$ cat src/rtl/ln_fixed_seq.sv
// Sequential ln(x): unsigned Q16.16 in, signed Q16.16 out via bit-serial log2 and ln2 scale; optional out_log2 port under LN_LOG2_OUT_EN.
// Latency: out_valid rises FRAC_BITS+2 edges after the accepting edge; one operand in flight, FRAC_BITS+4 cycles per op.
// Backpressure: in_ready only in IDLE; result held in DONE until out_ready, in_valid while busy is ignored.
module ln_fixed_seq #(
    parameter int FRAC_BITS = 16,
    parameter int LN2_Q16   = 45426
) (
    input  logic        clk,
    input  logic        rst_n,
    input  logic        in_valid,
    output logic        in_ready,
    input  logic [31:0] in_x,
    output logic        out_valid,
    input  logic        out_ready,
    output logic [31:0] out_ln,
`ifdef LN_LOG2_OUT_EN
    output logic [31:0] out_log2,
`endif
    output logic        out_err
);

    typedef enum logic [2:0] {
        IDLE  = 3'd0,
        NORM  = 3'd1,
        ITER  = 3'd2,
        SCALE = 3'd3,
        DONE  = 3'd4
    } state_t;

    localparam logic [16:0] LN2_K    = LN2_Q16[16:0];
    localparam logic [4:0]  CNT_LAST = 5'(FRAC_BITS - 1);

    state_t      state, state_nxt;
    logic [31:0] x_r;
    logic [31:0] m_r;
    logic [31:0] log2_r;
    logic [4:0]  cnt;
    logic        err_r;
    logic [31:0] ln_r;
    logic [31:0] log2_out_r;
    logic        err_out_r;

    // Index of the most significant set bit, expressed as a leading-zero count.
    function automatic logic [4:0] lzc(input logic [31:0] v);
        logic [4:0] r;
        r = 5'd31;
        for (int i = 0; i < 32; i++) begin
            if (v[i]) r = 5'(31 - i);
        end
        return r;
    endfunction

    logic [4:0]         lz;
    logic [63:0]        sq;
    logic signed [48:0] prod_a;
    logic signed [48:0] prod_b;
    logic signed [48:0] prod;

    assign lz     = lzc(x_r);
    assign sq     = {32'd0, m_r} * {32'd0, m_r};
    assign prod_a = {{17{log2_r[31]}}, log2_r};
    assign prod_b = {32'd0, LN2_K};
    assign prod   = prod_a * prod_b;

    logic unused_bits;
    assign unused_bits = ^{sq[30:0], prod[48], prod[15:0]};

    always_comb begin
        state_nxt = state;
        in_ready  = 1'b0;
        out_valid = 1'b0;
        case (state)
            IDLE: begin
                in_ready = 1'b1;
                if (in_valid) state_nxt = NORM;
            end
            NORM:  state_nxt = ITER;
            ITER:  if (cnt == CNT_LAST) state_nxt = SCALE;
            SCALE: state_nxt = DONE;
            DONE: begin
                out_valid = 1'b1;
                if (out_ready) state_nxt = IDLE;
            end
            default: state_nxt = IDLE;
        endcase
    end

    always_ff @(posedge clk or negedge rst_n) begin
        if (!rst_n) begin
            state <= IDLE;
        end else begin
            state <= state_nxt;
        end
    end

    always_ff @(posedge clk or negedge rst_n) begin
        if (!rst_n) begin
            x_r        <= '0;
            m_r        <= '0;
            log2_r     <= '0;
            cnt        <= '0;
            err_r      <= 1'b0;
            ln_r       <= '0;
            log2_out_r <= '0;
            err_out_r  <= 1'b0;
        end else begin
            case (state)
                IDLE: begin
                    if (in_valid) x_r <= in_x;
                end
                NORM: begin
                    // k = 15 - lz; unsigned wraparound yields the two's-complement integer part.
                    m_r    <= x_r << lz;
                    log2_r <= (32'd15 - {27'd0, lz}) << 16;
                    cnt    <= '0;
                    err_r  <= (x_r == 32'd0);
                end
                ITER: begin
                    if (sq[63]) begin
                        m_r    <= sq[63:32];
                        log2_r <= log2_r | (32'h0000_8000 >> cnt);
                    end else begin
                        m_r <= sq[62:31];
                    end
                    cnt <= cnt + 5'd1;
                end
                SCALE: begin
                    err_out_r <= err_r;
                    if (err_r) begin
                        ln_r       <= 32'h8000_0000;
                        log2_out_r <= 32'h8000_0000;
                    end else begin
                        ln_r       <= prod[47:16];
                        log2_out_r <= log2_r;
                    end
                end
                default: ;
            endcase
        end
    end

    assign out_ln  = ln_r;
    assign out_err = err_out_r;
`ifdef LN_LOG2_OUT_EN
    assign out_log2 = log2_out_r;
`else
    logic unused_log2;
    assign unused_log2 = ^log2_out_r;
`endif

endmodule

$ cat config.mk
export PLATFORM = sky130hd
export DESIGN_NAME = ln_fixed_seq
export DESIGN_NICKNAME = d
export VERILOG_FILES = /design/src/rtl/ln_fixed_seq.sv
export SDC_FILE = /design/constraint.sdc
export NUM_CORES = 2
export LEC_CHECK = 0
export CORE_MARGIN = 2
export CORE_UTILIZATION = 67
export DETAILED_ROUTE_END_ITERATION = 12
export GPL_TIMING_DRIVEN = 0
export PLACE_DENSITY = 0.85
export SLEW_MARGIN = 30
export SYNTH_ARGS = -nofsm -noshare
export SYNTH_HDL_FRONTEND = slang
export SYNTH_SLANG_ARGS = --single-unit
export TNS_END_PERCENT = 1
$ cat constraint.sdc
create_clock -name clk -period 9.03 [get_ports clk]
set_input_delay 0.903 -clock clk [delete_from_list [all_inputs] [get_ports clk]]
set_output_delay 0.903 -clock clk [all_outputs]
set_load 0.01 [all_outputs]
Word-level counts from Yosys, hierarchy flattened:

Cells that the tools add are included.

* $add $sub $neg: 2
* multiply operators: 2
* equality and inequality tests: 9
* shift operators: 2
* multiplexer cells: 43
* bitwise gates (word level): 1
* reduce and logical (&&, ||, !) cells: 6

Operators with widths (number)
* 5-bit 2-to-1 mux: 27
* 32-bit one-hot mux with 2 select lines: 2
* 32-bit 2-to-1 mux: 3
* 32-bit by 32-bit multiplier with 64-bit output: 1
* 32-bit by 16-bit multiplier with 47-bit output, second input constant: 1
* 32-bit logical NOT: 1
* 32-bit bitwise OR: 1
* 32-bit by 5-bit << shifter with 32-bit output: 1
* 16-bit by 5-bit >> shifter with 32-bit output, first input constant: 1
* 3-bit one-hot mux with 5 select lines: 1
* 3-bit 2-to-1 mux: 4
* 5-bit one-hot mux with 2 select lines: 1
* 2-bit != test, second input constant: 4
* 3-bit by 2-bit == test with 1-bit output, second input constant: 2
* 4-bit by 5-bit subtractor with 6-bit output, first input constant: 1
* 5-bit by 1-bit adder with 5-bit output, second input constant: 1
* 5-bit by 4-bit == test with 1-bit output, second input constant: 1
* 2-bit 2-to-1 mux: 2
* 2-bit AND reduction: 2
* 3-bit by 1-bit == test with 1-bit output, second input constant: 1
* 3-bit == test, second input constant: 1
* 3-bit logical NOT: 1
* 1-bit 2-to-1 mux: 3
* 3-bit AND reduction: 1
* 2-bit nonzero test: 1

* bits in registers: 138
* logic and storage cells: 73

Longest topological paths before layout:

* depth in word-level cells: 33
* gate-level depth with buffers: 31
* gate-level depth less buffers: 27

Worst setup path after synthesis:

No wires, ideal clock.

* path type: register -> register
* start point: register m_r[26]
* end point: register m_r[28]
* setup time: 0.136 ns
* arrival: 7.580 ns
* data required time: 8.894 ns
* slack: 1.314 ns
* cell stages (with the launch flop): 30
* path through: dfrtp_1 -> clkbuf_1 -> clkbuf_1 -> nand2_1 -> fa_1 -> fa_1 -> inv_1 -> fa_1 -> inv_1 -> fa_1 -> inv_1 -> fa_1 -> fa_1 -> fa_1 -> inv_1 -> fa_1 -> inv_1 -> ha_1 -> buf_2 -> a21oi_1 -> o21ai_0 -> a211oi_1 -> nand4_1 -> and2_1 -> a311oi_2 -> buf_2 -> buf_2 -> nor3_1 -> o31ai_1 -> o211ai_1

* cells in the longest elaborated chain, start to end: 3

RTL lines
* start, declared: RTL line 35 `logic [31:0] m_r;`
* start signal, assigned: RTL line 113 `m_r <= x_r << lz;`
* start signal, assigned: RTL line 120 `m_r <= sq[63:32];`
* start signal, assigned: RTL line 123 `m_r <= sq[62:31];`
* 32-bit by 32-bit multiplier with 64-bit output: RTL line 60 `assign sq = {32'd0, m_r} * {32'd0, m_r};`
* 32-bit 2-to-1 mux: RTL line 119 `if (sq[63]) begin`
* 32-bit one-hot mux with 2 select lines: RTL line 107 `case (state)`

No other way between the ends.
A chain may end at the register's enable or synchronous reset.

Worst setup path after layout:

* start point: register m_r[6]
* end point: register m_r[29]

Same word-level chain as after synthesis.

==> flow_summary_export.csv <==
group,metric,value,unit
run_status,outcome,"finished, final reports clean",
placement,post-dp-hpwl,111500,µm
clock_network,cts.htree.levels,4,
clock_network,cts_max_path_buffers,2,
global_route,number_of_antenna_violations_at_the_first_check_in_global_routing,11,
timing,min_period,8908,ps
yosys,syn-instance-count,4564,
route,drt-initial-drc-count,3425,
critical_path,critPathSlowestCell,"sky130_fd_sc_hd__fa_1",
route,drt_pre_antenna_iters,7,
clock_network,cts_tree,"yes",
timing,worst-slew-pin-transition,1052,ps
clock_network,cts_hold_buffers,0,
run,drv.max_cap_violation_count,0,
floorplanning,floorplan.die_area,65410,µm²
floorplanning,io_pins,71,
yosys,synth_top_cells_by_area,"sky130_fd_sc_hd__fa_1 43%, sky130_fd_sc_hd__ha_1 13%, sky130_fd_sc_hd__inv_1 11%",
yosys,synthDominantAreaCellType,"sky130_fd_sc_hd__fa_1",
clock_network,clockRootBuffer,"sky130_fd_sc_hd__clkbuf_16",
critical_path,critical_path.max_stage_delay,590,ps
clock_network,tritoncts.num_buffers,17,
timing,timing.final.setup_violations,0,
critical_path,worst-path-max-fanout,10,
critical_path,timing.critical_path.mode_cell,"sky130_fd_sc_hd__fa_1",
layout,layout.nets,6057,
critical_path,critical_path.startpoint_type,"flip-flop",
yosys,synth.lib_cells_used.distinct,95,
global_route,largest_net_degree_at_the_start_of_global_routing,80,
yosys,synthMostInstantiatedCell,"sky130_fd_sc_hd__inv_1",
yosys,yosys-top-cells-count,"1,231 x sky130_fd_sc_hd__inv_1, 915 x sky130_fd_sc_hd__fa_1, 448 x sky130_fd_sc_hd__ha_1",
global_route,grt.total_usage,42.78,%
critical_path,worst_r2r_endpoint,"m_r[29]",
global_route,globalRouteOverflowTotal,0,
yosys,synth_seq_area_share,7.484,%
yosys,synth_top_cell_area_share,43.14,%
floorplanning,chipWidth,255.8,µm
route,detail-route-antenna-nets,0,
floorplanning,core_area,62850,µm²
yosys,syn_avg_cell_area,9.304,µm²
critical_path,critPathKind,"reg -> reg",
layout,final_layout_size_suffix_gt1_share,5.909,%
placement,place.port_buffers,70,
hold_path,timing.hold.worst.class,"in -> async",
critical_path,cp_data_required_time,9340,ps
timing,finClkSkew,11.04,ps
timing,report.final.slew_viol_count,0,
critical_path,worstSetupEndpointType,"flip-flop",
yosys,synth_flop_cell,"sky130_fd_sc_hd__dfrtp_1",
clock_network,clkSinkCount,127,
yosys,synthesis.yosys.warnings,0,
floorplanning,chipHeight,255.8,µm
yosys,synth_nets,5963,
yosys,netlist_area,42460,µm²
critical_path,timing.reg2reg.worst_path_depth,25,
critical_path,reg2reg_from,"m_r[6]",
yosys,postSynthRegisterBits,127,
timing,maxSlewHeadroom,28.77,%
yosys,ys_async_sr_fraction,100.0,%
critical_path,crit_arrival,9220,ps
route,wl_per_cell,24.51,µm
floorplanning,floorplan.initialDensity,67.56,%
route,drt-vias-per-instance,6.073,
layout,final_util,72.16,%
global_route,wire_length_of_the_first_global_routing_pass,209700,µm
placement,gp_routability_congestion,1.025,
timing,max_freq,112.3,MHz
layout,nFillCells,4746,
floorplanning,placementRows,92,
yosys,synth_edf_count,0,
clock_network,clk-insertion-delay-late,440,ps
clock_network,worst_setup_hold_path_clk_slew,70,ps
timing,finalHoldViolations,0,
layout,post-route-cell-area,45350,µm²
timing,period_share,98.65,%
critical_path,reg2reg_slack,120,ps
route,num_vias,33590,
layout,area_growth_syn_to_layout,6.798,%
placement,placed_area,44300,µm²
global_route,grt_pass1_vias,36210,
route,route.detailed.drc,0,
route,finalWirelength,135600,µm
==> cell type report <==
cell class,instances,area (µm²),share of cell area (%)
sequential,127,3198,7.052
inverter,1234,4646,10.24
timing repair buffer,81,805.8,1.777
clock buffer,17,425.4,0.9380
tap,846,1059,2.334
antenna,13,32.53,0.07173
multi-input combinational,3023,34040,75.07
clock inverter,15,162.7,0.3587
buffer,174,978.4,2.157
==> cell families after synthesis <==
family / synth area share [%]
and+or+nand+nor: 10.81
xor gates and xnor gates: 2.001
adders and majority gates: 56.34
muxes: 2.672
AOI/OAI and AO/OA: 8.065
buffers and inverters: 12.63
DFF: 7.484
==> cells in the final DEF (no fill, tap or decap), drive strengths merged, types with 12 or more instances in the layout <==
cell,instances
inv,1234
fa,915
ha,448
nand2,388
and2,238
nor2,141
clkbuf,138
a21oi,128
dfrtp,127
o21ai,119
clkdlybuf4s50,69
buf,65
mux2i,62
xnor2,61
mux2,39
a21o,38
nand3,37
xor2,36
a31oi,31
nor3,28
a211oi,22
and3,21
nand4,21
o211ai,19
nand2b,15
diode,13
a22oi,13
a221oi,13
o31ai,12
a31o,12
==> state kept, by name, indices dropped and copies added, names as in the netlist <==
| register | cells |
|---|---|
| m_r | 32 |
| out_ln | 32 |
| x_r | 32 |
| log2_r | 21 |
| cnt | 5 |
| state | 3 |
| err_r | 1 |
| out_err | 1 |
==> repair_timing <==
item                                    in CTS  in global routing
pin swaps                                    4                  4
endpoints found under the setup margin      48                 48
buffers inserted                             3                  6
resized for setup                          111                113
==> per-layer routing <==
metal | global-route usage (%) | wire, µm | part of all wire, %
met5 | 0 | 53 | 0.039
met4 | 22.22 | 8490 | 6.3
met2 | 66.26 | 60820 | 45
met1 | 55.14 | 49150 | 36
met3 | 12.31 | 17030 | 13
==> stage by stage <==
| step | hold slack (ps) | setup slack [ps] | std cells | setup TNS, ps |
|---|---|---|---|---|
| after floorplan | 496.1 | 1314 | 4564 | 0 |
| after global placement | 458.0 | -2233 | 5480 | -98840 |
| after detailed placement | 464.5 | -1795 | 5482 | -77380 |
| after CTS | 465.9 | -41.36 | 5513 | -81.95 |
| after global routing | 497.8 | -3.018 | 5524 | -4.432 |
| final | 437.1 | 121.7 | 5530 | 0 |
==> worst max-delay path by stage <==
stage	start	to	cells past startpoint
after floorplan	m_r[26]	m_r[28]	29
after global placement	m_r[15]	m_r[28]	26
after detailed placement	m_r[15]	log2_r[15]	28
after CTS	m_r[15]	m_r[21]	28
after global routing	m_r[15]	m_r[12]	31
final	m_r[6]	m_r[29]	25
==> critical path, delay by kind of cell (launching register included) <==
kind | cells | cell delay (ps)
buf+inv | 5 | 970
flops | 1 | 410
fa+ha+maj | 9 | 4510
compound gates | 6 | 1770
simple gates | 4 | 750
mux | 1 | 340
Power is left out: the tool's default activity adds up to more than one toggle a clock period on the data nets, which glitch-free logic cannot reach.
